<file path="src/rtl/police_dispatch_ctrl.sv">
// Police response sequencer: alert delay, car drive-in, officer walk to the corpse and back,
// car drive-out, plus the player-catch detector with a sticky game_over.
module police_dispatch_ctrl #(
  parameter logic [9:0]  CAR_START_X    = 10'd700,
  parameter logic [9:0]  CAR_STOP_X     = 10'd100,
  parameter logic [9:0]  CAR_Y          = 10'd40,
  parameter int unsigned CAR_SPEED      = 4,
  parameter int unsigned WALK_SPEED     = 2,
  parameter int unsigned ALERT_FRAMES   = 60,
  parameter int unsigned COLLECT_FRAMES = 90,
  parameter logic [9:0]  CATCH_RADIUS   = 10'd16
) (
  input  logic       Clk,
  input  logic       Reset_n,
  input  logic       frame_start,
  input  logic       restart,
  input  logic       corpse_discovered,
  input  logic [9:0] death_X,
  input  logic [9:0] death_Y,
  input  logic [9:0] player_X,
  input  logic [9:0] player_Y,
  output logic [9:0] police_car_X,
  output logic [9:0] police_car_Y,
  output logic [9:0] police_X,
  output logic [9:0] police_Y,
  output logic       police_out,
  output logic       reached,
  output logic       collected,
  output logic       game_over,
  output logic       busy
);

  localparam int unsigned POS_W   = 10;
  localparam int unsigned DIFF_W  = 11;
  localparam int unsigned CNT_MAX = (ALERT_FRAMES > COLLECT_FRAMES) ? ALERT_FRAMES : COLLECT_FRAMES;
  localparam int unsigned CNT_W   = (CNT_MAX < 1) ? 1 : $clog2(CNT_MAX + 1);
  localparam logic [DIFF_W-1:0] CAR_STEP  = DIFF_W'(CAR_SPEED);
  localparam logic [DIFF_W-1:0] WALK_STEP = DIFF_W'(WALK_SPEED);
  localparam logic [DIFF_W-1:0] RADIUS    = DIFF_W'(CATCH_RADIUS);

  typedef enum logic [3:0] {
    S_IDLE, S_ALERT, S_DRIVE_IN, S_DEPLOY, S_COLLECT,
    S_RETURN, S_DRIVE_OUT, S_DONE, S_CAUGHT
  } state_e;

  state_e           state_q, state_d;
  logic [POS_W-1:0] car_x_q, car_x_d;
  logic [POS_W-1:0] pol_x_q, pol_x_d;
  logic [POS_W-1:0] pol_y_q, pol_y_d;
  logic [POS_W-1:0] tgt_x_q, tgt_x_d;
  logic [POS_W-1:0] tgt_y_q, tgt_y_d;
  logic [CNT_W-1:0] cnt_q, cnt_d;
  logic             out_q, out_d;
  logic             reached_q, reached_d;
  logic             collected_q, collected_d;
  logic             over_q, over_d;
  logic             busy_q, busy_d;
  logic             catch_c;

  function automatic logic [DIFF_W-1:0] abs_diff(input logic [POS_W-1:0] a,
                                                 input logic [POS_W-1:0] b);
    logic signed [DIFF_W-1:0] d;
    d = $signed({1'b0, a}) - $signed({1'b0, b});
    return d[DIFF_W-1] ? DIFF_W'(-d) : DIFF_W'(d);
  endfunction

  // Move one step toward tgt, clamped so the target is never overshot.
  function automatic logic [POS_W-1:0] step_to(input logic [POS_W-1:0] cur,
                                               input logic [POS_W-1:0] tgt,
                                               input logic [DIFF_W-1:0] spd);
    if (abs_diff(tgt, cur) <= spd) return tgt;
    else if (tgt > cur)            return cur + POS_W'(spd);
    else                           return cur - POS_W'(spd);
  endfunction

  assign catch_c = out_q && !reached_q &&
                   (abs_diff(player_X, pol_x_q) <= RADIUS) &&
                   (abs_diff(player_Y, pol_y_q) <= RADIUS);

  always_comb begin
    state_d     = state_q;
    car_x_d     = car_x_q;
    pol_x_d     = pol_x_q;
    pol_y_d     = pol_y_q;
    tgt_x_d     = tgt_x_q;
    tgt_y_d     = tgt_y_q;
    cnt_d       = cnt_q;
    out_d       = out_q;
    reached_d   = reached_q;
    collected_d = collected_q;
    over_d      = over_q;
    if (restart) begin
      state_d     = S_IDLE;
      car_x_d     = CAR_START_X;
      pol_x_d     = CAR_STOP_X;
      pol_y_d     = CAR_Y;
      tgt_x_d     = '0;
      tgt_y_d     = '0;
      cnt_d       = '0;
      out_d       = 1'b0;
      reached_d   = 1'b0;
      collected_d = 1'b0;
      over_d      = 1'b0;
    end else if (catch_c) begin
      state_d = S_CAUGHT;
      over_d  = 1'b1;
    end else begin
      case (state_q)
        S_IDLE: if (corpse_discovered) begin
          tgt_x_d = death_X;
          tgt_y_d = death_Y;
          cnt_d   = CNT_W'(ALERT_FRAMES);
          state_d = S_ALERT;
        end
        S_ALERT: if (frame_start) begin
          if (cnt_q == '0) state_d = S_DRIVE_IN;
          else             cnt_d   = cnt_q - CNT_W'(1);
        end
        S_DRIVE_IN: if (frame_start) begin
          car_x_d = step_to(car_x_q, CAR_STOP_X, CAR_STEP);
          if (car_x_d == CAR_STOP_X) begin
            state_d = S_DEPLOY;
            out_d   = 1'b1;
          end
        end
        S_DEPLOY: if (frame_start) begin
          if (pol_x_q != tgt_x_q) pol_x_d = step_to(pol_x_q, tgt_x_q, WALK_STEP);
          else                    pol_y_d = step_to(pol_y_q, tgt_y_q, WALK_STEP);
          if (pol_x_d == tgt_x_q && pol_y_d == tgt_y_q) begin
            cnt_d   = CNT_W'(COLLECT_FRAMES);
            state_d = S_COLLECT;
          end
        end
        S_COLLECT: if (frame_start) begin
          if (cnt_q == '0) begin
            collected_d = 1'b1;
            state_d     = S_RETURN;
          end else begin
            cnt_d = cnt_q - CNT_W'(1);
          end
        end
        // Walk back vertically first, then horizontally, to the car door.
        S_RETURN: if (frame_start) begin
          if (pol_y_q != CAR_Y) pol_y_d = step_to(pol_y_q, CAR_Y, WALK_STEP);
          else                  pol_x_d = step_to(pol_x_q, CAR_STOP_X, WALK_STEP);
          if (pol_x_d == CAR_STOP_X && pol_y_d == CAR_Y) begin
            reached_d = 1'b1;
            state_d   = S_DRIVE_OUT;
          end
        end
        S_DRIVE_OUT: if (frame_start) begin
          car_x_d = step_to(car_x_q, CAR_START_X, CAR_STEP);
          pol_x_d = car_x_d;
          if (car_x_d == CAR_START_X) state_d = S_DONE;
        end
        default: ;
      endcase
    end
    busy_d = (state_d != S_IDLE) && (state_d != S_DONE);
  end

  always_ff @(posedge Clk or negedge Reset_n) begin
    if (!Reset_n) begin
      state_q     <= S_IDLE;
      car_x_q     <= CAR_START_X;
      pol_x_q     <= CAR_STOP_X;
      pol_y_q     <= CAR_Y;
      tgt_x_q     <= '0;
      tgt_y_q     <= '0;
      cnt_q       <= '0;
      out_q       <= 1'b0;
      reached_q   <= 1'b0;
      collected_q <= 1'b0;
      over_q      <= 1'b0;
      busy_q      <= 1'b0;
    end else begin
      state_q     <= state_d;
      car_x_q     <= car_x_d;
      pol_x_q     <= pol_x_d;
      pol_y_q     <= pol_y_d;
      tgt_x_q     <= tgt_x_d;
      tgt_y_q     <= tgt_y_d;
      cnt_q       <= cnt_d;
      out_q       <= out_d;
      reached_q   <= reached_d;
      collected_q <= collected_d;
      over_q      <= over_d;
      busy_q      <= busy_d;
    end
  end

  assign police_car_X = car_x_q;
  assign police_car_Y = CAR_Y;
  assign police_X     = pol_x_q;
  assign police_Y     = pol_y_q;
  assign police_out   = out_q;
  assign reached      = reached_q;
  assign collected    = collected_q;
  assign game_over    = over_q;
  assign busy         = busy_q;

endmodule

</file>
<file path="config.mk">
export PLATFORM = sky130hd
export DESIGN_NAME = police_dispatch_ctrl
export DESIGN_NICKNAME = d
export VERILOG_FILES = /design/src/rtl/police_dispatch_ctrl.sv
export SDC_FILE = /design/constraint.sdc
export NUM_CORES = 1
export LEC_CHECK = 0
export CORE_UTILIZATION = 50
export DETAILED_ROUTE_END_ITERATION = 7
export HOLD_SLACK_MARGIN = 0.12
export PLACE_DENSITY = 0.73
export SLEW_MARGIN = 15
export SYNTH_ARGS = -nofsm -noshare
export SYNTH_HDL_FRONTEND = slang
export SYNTH_SLANG_ARGS = --single-unit
</file>
<file path="constraint.sdc">
create_clock -name Clk -period 6 [get_ports Clk]
set_input_delay 0.6 -clock Clk [delete_from_list [all_inputs] [get_ports Clk]]
set_output_delay 0.6 -clock Clk [all_outputs]
set_load 0.05 [all_outputs]
</file>
==> out/qor_table.md, run 1 <==
| Quantity | Reported |
| --- | --- |
| Count of final hold-check violations | 0 |
| I/O pin count | 90 |
| Top FF cell, synth | sky130_fd_sc_hd__dfrtp_1 |
| Num CTS Buffers | 9 |
| Number of gates resized after cts | 0 |
| Relative slew margins | 0.204 |
| Overflow after GRT | 0 |
| RR Startpoint | police_Y[3] |
| Final net count | 1723 |
| Number of buffers inserted by post-CTS setup repair | 0 |
| Post-route ant nets | 0 |
| Worst Clk Skew | 0.00716 ns |
| Final wirelength | 38.3 mm |
| Worst Reg2Reg Path Length in Cells | 16 |
| Area leader, netlist | sky130_fd_sc_hd__dfrtp_1 |
| Half-perimeter wire length after detailed placement | 28.3 mm |
| Number of global-route vias before repair | 11600 |
| Highest fanout seen on the critical path | 26 |
| Via density per instance | 6.76 |
| PortBufs | 79 |
| PD cells | 188 nW/µm² |
| Synth Area per Inst | 7.18 µm² |
| Arrival time at the worst endpoint | 5.68 ns |
| Category of the worst setup path launch point | flip-flop |
| Synth-to-Final Area Change | 11.3% |
| Drt drc | 0 |
| Most area-consuming cells after synthesis | sky130_fd_sc_hd__dfrtp_1 12%, sky130_fd_sc_hd__ha_1 6.5%, sky130_fd_sc_hd__nor2_1 5.5% |
| Required time at the worst-slack endpoint | 6.28 ns |
| Highest Clock Rate | 186 MHz |
| Post-Route Setup TNS | 0 ns |
| Endpoint of the worst-slack reg-to-reg timing path | cnt_q[2] |
| Share of flip-flops with an asynchronous set or reset | 1.00 |
| Unrepaired setup endpoints after global routing | no |
| Max-capacitance violation count | 0 |
| Total die area | 23400 µm² |
| Initial standard-cell utilization of the core | 0.517 |
| Gp weighted congestion | 0.999 |
| Fraction of final layout cells sized beyond drive strength 1 | 0.0728 |
| Post-layout min period | 5.39 ns |
| Vertical die dimension | 153 µm |
| CTS Hold Buffers Added | 0 |
| Outcome | complete, no violations |
| Routed vias | 12800 |
| Fraction of synthesized cell area taken by the top area cell type | 0.121 |
| H-tree depth | 3 |
| Crit path capture type | flip-flop |
| Die width | 153 µm |
| Gr usage total | 0.321 |
| Iteration-0 DRC Markers | 1327 |
| Number of synthesized flops with an enable pin | 0 |
| Number of iterations in the first detailed-routing pass | 6 |
| Proportion of synthesized chip area in sequential cells | 0.146 |
| Number of buffers on the longest clock path | 2 |
| Yosys warning total | 0 |
| Number of instances in the synthesized netlist | 1590 |
| Synthesized flop and latch total | 66 |
| Later-pin clock latency in the skew report | 0.35 ns |
| Final setup violating endpoints | 0 |
| Part of the cycle the worst path needs | 0.898 |
| Largest net degree at the start of global routing | 67 |
| Clock slew seen by the registers of the worst setup and hold paths | 0.06 ns |
| N_diodes | 0 |
| Number of library cell types mapped by synthesis | 103 |
| Fill cell total of the finished layout | 2086 |
| Slew at the pin closest to its max-slew limit | 1.19 ns |
| WS Path Type | reg2reg |
| Type of the tightest min-delay check | in2async |
| Core Footprint | 22100 µm² |
| Leak | 5.02 nW |
| Most repeated cell in the gate-level netlist after synthesis | sky130_fd_sc_hd__nor2_1 |
| Row count | 54 |
| Post-synth design cell area | 11400 µm² |
| R2R Setup Slk | 0.61 ns |
| TritonCTS clock tree | done |
| Worst vdd ir | 0.000186 V |
| First-pass GRT wire length | 61.6 mm |
| Pins over their slew limit | 0 |
| Sink count of the clock tree | 66 |
| Power consumption | 2.38 mW |
| Root Driver | sky130_fd_sc_hd__clkbuf_16 |
| Drt wl/cell | 20.1 µm |
| Top cell types by occurrence after synthesis | 167 x sky130_fd_sc_hd__nor2_1, 131 x sky130_fd_sc_hd__nand2_1, 111 x sky130_fd_sc_hd__a21oi_1 |
| Antenna violations before repair | 0 |
## cells in the final DEF (no fill, tap or decap), types with 11 or more instances in the layout
| cell type | Yosys | final |
|---|---|---|
| sky130_fd_sc_hd__ha_1 | 59 | 59 |
| sky130_fd_sc_hd__o22ai_1 | 23 | 23 |
| sky130_fd_sc_hd__mux2i_1 | 52 | 52 |
| sky130_fd_sc_hd__nor4_1 | 14 | 13 |
| sky130_fd_sc_hd__xor2_1 | 34 | 34 |
| sky130_fd_sc_hd__nor3_1 | 51 | 50 |
| sky130_fd_sc_hd__a21oi_1 | 111 | 111 |
| sky130_fd_sc_hd__a211oi_1 | 25 | 24 |
| sky130_fd_sc_hd__o21ai_0 | 85 | 85 |
| sky130_fd_sc_hd__xnor2_1 | 63 | 63 |
| sky130_fd_sc_hd__dfrtp_1 | 55 | 55 |
| sky130_fd_sc_hd__nand2_1 | 131 | 131 |
| sky130_fd_sc_hd__o2111ai_1 | 12 | 12 |
| sky130_fd_sc_hd__and2_1 | 15 | 15 |
| sky130_fd_sc_hd__nand4_1 | 23 | 23 |
| sky130_fd_sc_hd__a221oi_1 | 12 | 12 |
| sky130_fd_sc_hd__and3_1 | 14 | 14 |
| sky130_fd_sc_hd__nor2_1 | 167 | 167 |
| sky130_fd_sc_hd__nand3_1 | 59 | 59 |
| sky130_fd_sc_hd__o21a_1 | 15 | 15 |
| sky130_fd_sc_hd__or3_1 | 23 | 23 |
| sky130_fd_sc_hd__clkdlybuf4s50_1 | 0 | 77 |
| sky130_fd_sc_hd__buf_4 | 10 | 30 |
| sky130_fd_sc_hd__o211ai_1 | 22 | 22 |
| sky130_fd_sc_hd__or4_1 | 13 | 13 |
| sky130_fd_sc_hd__a21o_1 | 14 | 14 |
| sky130_fd_sc_hd__a31oi_1 | 23 | 23 |
| sky130_fd_sc_hd__a211o_1 | 11 | 11 |
| sky130_fd_sc_hd__o31ai_1 | 13 | 12 |
| sky130_fd_sc_hd__or2_2 | 15 | 15 |
| sky130_fd_sc_hd__nand2b_1 | 26 | 26 |
| sky130_fd_sc_hd__dfstp_2 | 11 | 11 |
| sky130_fd_sc_hd__inv_1 | 60 | 60 |
| sky130_fd_sc_hd__nor2b_1 | 26 | 26 |
## registers in the layout (all words and copies together) (netlist names), 4 cells and up
register,flops
police_car_X,10
tgt_x_q,10
state_q,4
police_X,10
police_Y,10
cnt_q,7
tgt_y_q,10
## area by class of cell
| cell class | count | area [µm²] | share of cell area |
|---|---|---|---|
| multi-input combinational | 1361 | 9100 | 0.716 |
| sequential | 66 | 1670 | 0.131 |
| timing repair buffer | 109 | 1010 | 0.0792 |
| tap | 280 | 350 | 0.0276 |
| inverter | 68 | 255 | 0.0201 |
| clock buffer | 9 | 225 | 0.0177 |
| clock inverter | 7 | 103 | 0.00807 |
## power by group
part / internal (mW) / switching (mW)
combinational: 0.497 / 0.753
clock: 0.367 / 0.221
sequential: 0.475 / 0.0699
total: 1.34 / 1.04
## routing by layer
layer	up-vias	global-route usage	routed length, µm
li1	6013	-	-
met1	6032	0.452	16600
met2	720	0.494	16800
met3	75	0.0525	3960
met4	0	0.111	923
met5	-	0	0
## critical path, cell delays in order, from the launching register on
cell,delay [ns]
sky130_fd_sc_hd__dfstp_2,0.86
sky130_fd_sc_hd__clkinv_1,0.18
sky130_fd_sc_hd__buf_4,0.22
sky130_fd_sc_hd__ha_1,0.45
sky130_fd_sc_hd__nand4_1,0.19
sky130_fd_sc_hd__a2111oi_0,0.57
sky130_fd_sc_hd__o41ai_2,0.24
sky130_fd_sc_hd__a21oi_4,0.42
sky130_fd_sc_hd__mux2i_1,0.20
sky130_fd_sc_hd__a222oi_1,0.46
sky130_fd_sc_hd__o221ai_1,0.20
sky130_fd_sc_hd__o211ai_1,0.26
sky130_fd_sc_hd__o31a_1,0.24
sky130_fd_sc_hd__and3_1,0.26
sky130_fd_sc_hd__a31oi_4,0.21
sky130_fd_sc_hd__a21oi_1,0.20
sky130_fd_sc_hd__o22a_1,0.16
## cell families (layout without fill, tap and decap cells)
family,Yosys count,after routing,synth area share
xor+xnor,97,97,0.0744
fa+ha+maj,63,63,0.0717
mux,63,63,0.0574
buf+inv,171,193,0.0618
flops,66,66,0.146
other cells,2,10,0.000658
simple gates,622,622,0.277
compound gates,506,506,0.311
## worst max-delay path by stage
stage                      startpoint  cells after the start  endpoint
after floorplan           police_Y[4]                     18  cnt_q[5]
after detailed placement  police_Y[3]                     16  cnt_q[2]
after global placement    police_Y[3]                     16  cnt_q[6]
final                     police_Y[3]                     16  cnt_q[2]
after global routing      police_Y[3]                     16  cnt_q[6]
after CTS                 police_Y[3]                     16  cnt_q[2]
## per-stage QoR
step | worst slack (ns) | std cells | hold WS, ns | utilization | cell area [µm²]
floorplan | 1.22 | 1598 | 0.304 | - | 11400
global placement | 0.858 | 1884 | 0.497 | 0.560 | 12400
detailed placement | 0.726 | 1884 | 0.496 | 0.560 | 12400
CTS | 0.682 | 1900 | 0.505 | 0.575 | 12700
global route | 0.122 | 1900 | 0.534 | 0.575 | 12700
finish | 0.609 | 1900 | 0.452 | 0.575 | 12700
(Power assumes the default switching activity.)
==> inputs of run 2 (changes only) <==
--- a/config.mk
+++ b/config.mk
@@ -5,10 +5,12 @@
 export SDC_FILE = /design/constraint.sdc
 export NUM_CORES = 1
 export LEC_CHECK = 0
+export CORE_MARGIN = 5
 export CORE_UTILIZATION = 50
+export CTS_BUF_LIST = sky130_fd_sc_hd__clkbuf_8
 export DETAILED_ROUTE_END_ITERATION = 7
 export HOLD_SLACK_MARGIN = 0.12
-export PLACE_DENSITY = 0.73
+export PLACE_DENSITY = 0.74
 export SLEW_MARGIN = 15
 export SYNTH_ARGS = -nofsm -noshare
 export SYNTH_HDL_FRONTEND = slang
==> run 2 against run 1 <==
Utilization down 1.6 points. Maximum frequency up 4.8%. Critical path depth down 1. Non-clock buffer count up 7.
==> out/qor_table.md, run 2 (same netlist as run 1, synthesis figures left out) <==
| Quantity | Reported |
| --- | --- |
| Drt drc | 0 |
| Synth-to-Final Area Change | 10.6% |
| Leading cell type in the layout, fill and taps excluded | sky130_fd_sc_hd__nor2_1 |
| Worst Clk Skew | 0.0105 ns |
| Fill cell total of the finished layout | 2157 |
| Row count | 55 |
| Max-capacitance violation count | 0 |
| Cell with the largest stage delay on the worst path | sky130_fd_sc_hd__a2111oi_0 |
| Gp weighted congestion | 0.987 |
| PD cells | 172 nW/µm² |
| Count of final hold-check violations | 0 |
| Iteration-0 DRC Markers | 1458 |
| Arrival time at the worst endpoint | 5.45 ns |
| WS Path Type | reg2reg |
| Gate family responsible for the most delay along the worst path | compound AO/OA/AOI/OAI gates |
| Worst vdd ir | 0.000116 V |
| PortBufs | 79 |
| Sink count of the clock tree | 66 |
| Post-Route Setup TNS | 0 ns |
| CTS Hold Buffers Added | 0 |
| Antenna violations before repair | 0 |
| TritonCTS clock tree | done |
| Initial standard-cell utilization of the core | 0.506 |
| Later-pin clock latency in the skew report | 0.38 ns |
| Area of combinational cells with multiple inputs | 9100 µm² |
| Leak | 5.01 nW |
| Post-layout min period | 5.14 ns |
| Highest fanout seen on the critical path | 14 |
| Half-perimeter wire length after detailed placement | 28.5 mm |
| Slew at the pin closest to its max-slew limit | 1.06 ns |
| Die width | 161 µm |
| Final setup violating endpoints | 0 |
| Routed vias | 12800 |
| Unrepaired setup endpoints after global routing | no |
| Cells traversed along the worst timing path | clkinv_1 -> ha_1 -> nand4_1 -> a2111oi_0 -> o41ai_2 -> a21oi_4 -> mux2i_1 -> a222oi_1 -> o221ai_1 -> o211ai_1 -> o31a_1 -> and3_1 -> a31oi_4 -> o21ai_0 -> a22o_1 |
| Final net count | 1730 |
| Part of the cycle the worst path needs | 0.857 |
| Type of the tightest min-delay check | in2async |
| Highest Clock Rate | 194 MHz |
| Register Area | 1670 µm² |
| Core Footprint | 22600 µm² |
| Root Driver | sky130_fd_sc_hd__clkbuf_8 |
| Num CTS Buffers | 9 |
| Area after detailed placement | 12400 µm² |
| Via density per instance | 6.71 |
| Post-route ant nets | 0 |
| Pins over their slew limit | 0 |
| Category of the worst setup path launch point | flip-flop |
| Number of iterations in the first detailed-routing pass | 8 |
| Number of global-route vias before repair | 11400 |
| Relative slew margins | 0.291 |
| Gr usage total | 0.279 |
| Number of buffers on the longest clock path | 2 |
| Crit path capture type | flip-flop |
| I/O pin count | 90 |
| Required time at the worst-slack endpoint | 6.31 ns |
| Drt wl/cell | 20.0 µm |
| Fraction of final layout cells sized beyond drive strength 1 | 0.0750 |
| Outcome | complete, no violations |
| Number of buffers inserted by post-CTS setup repair | 0 |
| Vertical die dimension | 161 µm |
| Overflow after GRT | 0 |
| Number of gates resized after cts | 0 |
| N_diodes | 0 |
| Clock slew seen by the registers of the worst setup and hold paths | 0.08 ns |
| Delay contributed by the slowest stage of the critical path | 0.58 ns |
| Worst Path Buf+Inv | 1 |
| Commonest non-fill, non-tap cells in the layout | 167 x sky130_fd_sc_hd__nor2_1, 131 x sky130_fd_sc_hd__nand2_1, 111 x sky130_fd_sc_hd__a21oi_1 |
| Largest net degree at the start of global routing | 67 |
| Total die area | 26000 µm² |
| Final wirelength | 38.3 mm |
| H-tree depth | 3 |
| First-pass GRT wire length | 60.6 mm |
| Cell area after layout | 12600 µm² |
==> run 2: path summary, 6_finish.rpt <==
kind / from / to / slack [ns] / depth (start not counted)
min: Reset_n / police_car_X[0] / 0.42 / 2
max reg2reg: police_Y[3] / cnt_q[6] / 0.86 / 15
max: police_Y[3] / cnt_q[6] / 0.86 / 15
min reg2reg: collected / collected / 0.51 / 2
max in group asynchronous: Reset_n / police_Y[1] / 4.99 / 2
min in group Clk: collected / collected / 0.51 / 2
==> run 2: layout make-up <==
type	instances	area share
multi-input cells	1361	0.721
flip-flops and latches	66	0.132
repair buffers	116	0.0838
well taps	285	0.0282
inverters	68	0.0202
clock buffers	10	0.0109
clock inverters	6	0.00406
==> run 2: per-layer routing <==
metal,vias to the layer above,GRT usage,routed length (µm)
met5,-,0,0
met2,647,0.436,16900
li1,6039,-,-
met4,0,0.0779,949
met3,74,0.0500,3600
met1,6067,0.397,16900
==> run 2: report_power, final <==
group          internal (mW)  total [mW]  switching [mW]
clock network          0.197       0.385           0.188
logic                  0.497        1.25           0.755
registers              0.474       0.531          0.0567
total                   1.17        2.17            1.00
==> run 2: stage by stage <==
step	instances	hold slack, ns	utilization	power [mW]	setup WS [ns]
2_1_floorplan	1598	0.304	-	1.47	1.22
3_3_place_gp	1896	0.499	0.551	1.73	0.777
3_5_place_dp	1896	0.499	0.551	1.75	0.697
4_1_cts	1912	0.466	0.559	2.14	0.945
5_1_grt	1912	0.502	0.559	2.31	0.463
6_report	1912	0.425	0.559	2.17	0.858
==> inputs of run 3 (changes only) <==
--- a/config.mk
+++ b/config.mk
@@ -11,6 +11,7 @@
 export DETAILED_ROUTE_END_ITERATION = 7
 export HOLD_SLACK_MARGIN = 0.12
 export PLACE_DENSITY = 0.74
+export SKIP_CTS_REPAIR_TIMING = 1
 export SLEW_MARGIN = 15
 export SYNTH_ARGS = -nofsm -noshare
 export SYNTH_HDL_FRONTEND = slang
==> results of run 3 <==
Final layout, timing and power as in run 2 (identical DEF).
